[src/rtl/sys_reset_seq.sv]
// sys_reset_seq: power-on/button reset sequencer with a divided Z80 clock and one-clk enable
module sys_reset_seq #(
  parameter int HOLD_CYCLES = 8,
  parameter int CPU_DIV = 2,
  parameter int CPU_HOLD = 4,
  parameter int DEBOUNCE_CYCLES = 16
) (
  input  logic clk,
  input  logic reset_n,
  input  logic button_n,
  output logic sys_reset,
  output logic cpu_clk,
  output logic cpu_clk_en,
  output logic cpu_reset_n,
  output logic ready
);
  localparam int HW = $clog2(HOLD_CYCLES + 1);
  localparam int CW = $clog2(CPU_HOLD + 1);
  localparam int DW = $clog2(CPU_DIV);
  localparam int BW = $clog2(DEBOUNCE_CYCLES + 1);
  typedef enum logic [1:0] {ASSERT, SYS_RUN, RUN} state_t;
  state_t state, state_nx;
  logic [1:0] run_sync, btn_sync;
  logic [DW-1:0] div_ctr;
  logic [BW-1:0] db_ctr;
  logic [HW-1:0] hold_ctr;
  logic [CW-1:0] cpu_ctr;
  logic pressed, div_wrap;
  assign pressed = db_ctr == BW'(DEBOUNCE_CYCLES);
  assign div_wrap = div_ctr == DW'(CPU_DIV - 1);
  always_comb begin
    state_nx = pressed ? ASSERT
             : state == ASSERT ? (hold_ctr == HW'(HOLD_CYCLES - 1) ? SYS_RUN : ASSERT)
             : state == SYS_RUN ? ((cpu_clk_en && cpu_ctr == CW'(CPU_HOLD - 1)) ? RUN : SYS_RUN)
             : RUN;
  end
  always_ff @(posedge clk or negedge reset_n) begin
    if (!reset_n) begin
      run_sync <= '0;
      btn_sync <= '0;
      div_ctr <= '0;
      db_ctr <= '0;
      hold_ctr <= '0;
      cpu_ctr <= '0;
      state <= ASSERT;
      sys_reset <= 1'b1;
      cpu_clk <= 1'b0;
      cpu_clk_en <= 1'b0;
      cpu_reset_n <= 1'b0;
      ready <= 1'b0;
    end else begin
      run_sync <= {run_sync[0], 1'b1};
      btn_sync <= {btn_sync[0], button_n};
      if (run_sync[1]) begin
        div_ctr <= div_wrap ? '0 : div_ctr + 1'b1;
        cpu_clk <= div_wrap ? 1'b1 : div_ctr == DW'(CPU_DIV / 2 - 1) ? 1'b0 : cpu_clk;
        cpu_clk_en <= div_wrap;
        db_ctr <= btn_sync[1] ? '0 : pressed ? db_ctr : db_ctr + 1'b1;
        hold_ctr <= pressed ? '0 : state == ASSERT ? hold_ctr + 1'b1 : hold_ctr;
        cpu_ctr <= state == ASSERT ? '0 : (state == SYS_RUN && cpu_clk_en) ? cpu_ctr + 1'b1 : cpu_ctr;
        state <= state_nx;
        sys_reset <= state_nx == ASSERT;
        cpu_reset_n <= state_nx == RUN;
        ready <= state_nx == RUN;
      end
    end
  end
endmodule

[config.mk]
export PLATFORM = sky130hd
export DESIGN_NAME = sys_reset_seq
export DESIGN_NICKNAME = d
export VERILOG_FILES = /design/src/rtl/sys_reset_seq.sv
export SDC_FILE = /design/constraint.sdc
export NUM_CORES = 1
export LEC_CHECK = 0
export BUFFER_PORTS_ARGS = -buffer_cell sky130_fd_sc_hd__buf_2
export CAP_MARGIN = 10
export CORE_ASPECT_RATIO = 1.2
export CORE_MARGIN = 5
export CORE_UTILIZATION = 55
export CTS_BUF_LIST = sky130_fd_sc_hd__clkbuf_8
export DETAILED_ROUTE_END_ITERATION = 16
export PLACE_DENSITY = 0.83
export SLEW_MARGIN = 20
export SYNTH_ARGS = -nofsm -noshare
export SYNTH_HDL_FRONTEND = slang
export SYNTH_SLANG_ARGS = --single-unit
[constraint.sdc]
create_clock -name clk -period 1.51 [get_ports clk]
set_clock_uncertainty 0.05 [all_clocks]
set_input_delay 0.151 -clock clk [delete_from_list [all_inputs] [get_ports clk]]
set_output_delay 0.151 -clock clk [all_outputs]
set_load 0.05 [all_outputs]
# Word level (Yosys, flattened, before mapping)
# Cells that the tools add are included.
# op_classes
n_addsub,4
n_eq_ne,6
muxes,13
reduce_logical,9
# ops
operator,n
$mux 5,2
$mux 2,4
$mux 4,2
$mux 3,2
$reduce_and 2->1,3
$add 5x1->5 const B,1
$eq 5x5->1 const B,1
$add 4x1->4 const B,1
$eq 4x3->1 const B,1
$logic_not 2->1,2
$reduce_bool 2->1,2
$add 3x1->3 const B,1
$eq 3x2->1 const B,1
$mux 1,3
$eq 2x1->1 const B,1
$eq 2x2->1 const B,1
$logic_and 1x1->1,2
$ne 2x2->1 const B,1
$add 1x1->1 const B,1
# word_totals
ff_bits,23
in_bits,3
out_inout_bits,5
wordCells,43

# Longest topological paths before layout
# depth
depth_word,7
ltp_mapped,5

# Worst setup path after synthesis
# OpenSTA, ideal clock, no wires.
# synth_timing
path_type,register to register
startpoint,register db_ctr[0]
endpoint,register db_ctr[0]
arrival_ns,1.322
required_time_ns,1.370
setup_slack_ns,0.047
path_stages_with_launch,6
path_cell_list,dfrtp_1 > inv_1 > ha_1 > and4bb_4 > or4_1 > o221ai_1
# synth_between
elab_chain_cells,3
# synth_lines
item,line,rtl
start: declaration,25,logic [BW-1:0] db_ctr;
start signal: assignment,58,db_ctr <= btn_sync[1] ? '0 : pressed ? db_ctr : db_ctr + 1'b1;
$add 5x1->5 / $eq 5x5->1 (equally long branches),"58, 29",
$mux 5 / $ne 2x2->1 (equally long branches),--,
$mux 5 / $reduce_and 2->1 (equally long branches),--,
# Several ways; a longest one is shown, not always the timed one. The select of a mux whose other input is x is not followed.
# A chain may end at the register's enable or synchronous reset.

# Worst setup path in the final report
# Ends and elaborated chain as after synthesis.

==> run_results.csv <==
group,metric,value,unit
layout,syn_to_final_growth,16.53,%
synth,yosys_warnings,0,
global_routing,grt_antenna_before_repair,0,
routing,dr.pass1.iters,4,
routing,drc,0,
pwr,peakVddDrop,1015,uV
layout,finish.utilization,67.85,%
pwr,p_leak,0.0005781,uW
floorplan,die_h,58.76,um
clock_tree,clk_latency,0.27,ns
worst_setup_path,cp.arrival,1.59,ns
floorplan,start_util,58.22,%
synth,yosys.area.top_type,"dfrtp_1",
global_routing,overflow,0,
global_routing,grt_pass1_vias,784,
synth,syn_avg_cell_area,11.01,um^2
layout,drive_gt1_share,25.89,%
worst_setup_path,reg2reg_depth,5,
worst_setup_path,startpoint,"db_ctr[0]",
synth,synthTopCellsByCount,"dfrtp_1, inv_1",
worst_setup_path,start_kind,"flop",
global_routing,grt_max_degree,23,
worst_setup_path,setup.worst_path.end_class,"flop",
placement,gp_congestion,0.8460,
routing,drt-initial-drc-count,30,
clock_tree,path_clk_slew,0.08,ns
layout,nNetsFinal,121,
routing,vias_per_cell,6.244,
synth,synth-edff-count,0,
synth,yosysTopAreaCellShare,48.22,%
worst_setup_path,rr_startpoint,"db_ctr[0]",
synth,synth_most_common_cell,"dfrtp_1",
sta,setup_tns,0,ns
floorplan,core.rowCount,17,
synth,synth_area,1090,um^2
layout,diodes,0,
floorplan,dieArea,2975,um^2
synth,synthFlopType,"dfrtp_1",
clock_tree,h-tree-depth,1,
synth,synth-seq-cells,22,
clock_tree,cts.path.max_buffers,2,
synth,seq_area_frac_synth,50.63,%
sta,slew_violations,0,
sta,setup_viol,0,
floorplan,dieWidth,50.64,um
clock_tree,post_cts_buffers,0,
synth,syn_nets,107,
routing,wl_per_cell,16.43,um
synth,ys_types,40,
clock_tree,cts_made_buffers,3,
clock_tree,cts_root_buf,"clkbuf_8",
sta,period_needed,1.455,ns
worst_setup_path,path_max_fanout,7,
synth,synth_cells,99,
clock_tree,cts_tree,"done",
worst_setup_path,required,1.64,ns
worst_setup_path,critPathKind,"flop to flop",
job,max_cap_viol_count,0,
floorplan,core-area,1872,um^2
global_routing,grt_pass1_wl,3795,um
sta,fmax,687.4,MHz
sta,min_period_over_period,96.35,%
synth,synthArstFlopShare,100.0,%
placement,dp_hpwl,1432,um
global_routing,grt.total_usage,16.85,%
placement,io_buffers,7,
worst_setup_path,reg2reg_slack,0.06,ns
worst_hold_path,hold_class,"flop to flop",
routing,ant_nets,0,
clock_tree,numClockSinks,22,
routing,vias,818,
worst_setup_path,reg2reg_to,"db_ctr[0]",
outcome,status,"finished clean",
sta,hold_viol,0,
routing,totalWireLength,2152,um
pwr,powerDensity,1673,nW/um^2
sta,rsz0062_at_grt,"yes",
worst_setup_path,endpoint,"db_ctr[0]",
synth,synth.area.top_cells,"dfrtp_1, ha_1, a22o_1",
floorplan,io_pins,8,
kinds of logic (layout without fill, tap and decap cells):
family	after synthesis	after routing	synth area share, %
adders and majority gates	5	5	5.741
DFF	22	22	50.63
xor gates and xnor gates	1	1	0.8038
and+or+nand+nor	27	27	14.70
buffers and inverters	12	25	5.740
other	1	1	0.3441
AOI/OAI and AO/OA	28	28	19.06
muxes	3	3	2.985
area by class of cell:
class,count,area [um^2]
fill,138,601.8
inverter,6,22.52
multi-input combinational,65,500.5
sequential,22,551.8
clock buffer,3,41.29
tap,19,23.77
timing repair buffer,15,100.1
clock inverter,1,30.03
timing repair:
action / CTS / global route
hold endpoints to repair: 22 / 0
hold buffers: 2 / 0
resized for setup: 1 / 8
cloned: 0 / 0
setup endpoints to repair: 1 / 5
pin swaps: 0 / 0
state kept, by name (all words and copies together), names as in the netlist:
register and flops:
btn_sync 2, cpu_clk 1, cpu_ctr 3, db_ctr 5, div_ctr 1, hold_ctr 4
ready 1, run_sync 2, state 2, sys_reset 1
routing by layer:
metal,wire length [um],part of all wire [%],global-route usage (%)
met1,888,41,20.55
met3,102,4.7,3.291
met4,60,2.8,10.58
met2,1100,51,26.95
met5,0,0,0
worst min-delay path by stage:
| stage | end | slack, ns | start | cells past startpoint |
|---|---|---|---|---|
| 6_report | btn_sync[1] | 0.31 | btn_sync[0] | 0 |
| 5_1_grt | btn_sync[1] | 0.33 | btn_sync[0] | 0 |
| 4_1_cts | run_sync[1] | 0.31 | run_sync[0] | 0 |
| 3_5_place_dp | cpu_ctr[0] | 0.09 | reset_n | 1 |
| 3_3_place_gp | cpu_ctr[0] | 0.08 | reset_n | 1 |
| 2_1_floorplan | btn_sync[0] | -0.19 | reset_n | 0 |
through the flow:
stage                     setup WS, ns  cells  hold slack [ns]  cell area, um^2  total power, uW
after global routing         -0.005152    131           0.3298             1270             2240
after CTS                      0.03254    131           0.3145             1252             2105
after global placement         0.09983    125          0.08355             1154             1524
after floorplan                0.04748     99          -0.1946             1090             1414
final                          0.05515    131           0.3109             1270             2124
after detailed placement       0.03914    125          0.08541             1154             1555
critical path, cell delays in order (launching register included):
cell,delay [ns]
dfrtp_1,0.37
inv_2,0.05
ha_2,0.18
and4bb_4,0.23
or4_4,0.42
o221ai_2,0.07
where the power goes:
group / switching [uW] / total (uW) / internal, uW
combinational: 441 / 702 / 261
clock: 200 / 554 / 355
sequential: 141 / 868 / 727
cell usage in the layout (no fill, tap or decap), types with 2 or more instances in the layout:
master / instances
a21o_1: 2
nor2_1: 5
buf_2: 7
o21ai_1: 2
dfrtp_1: 21
o22ai_1: 2
a31oi_1: 2
clkbuf_8: 3
nand2_1: 5
ha_1: 4
a22o_1: 5
a32o_1: 2
buf_4: 6
o2bb2ai_1: 2
nor2b_1: 3
inv_2: 2
mux2_2: 2
dlygate4sd3_1: 2
o21ai_0: 3
nand3_1: 3
a21oi_1: 2
inv_1: 4
No activity file was read; power rests on OpenSTA's default activity.
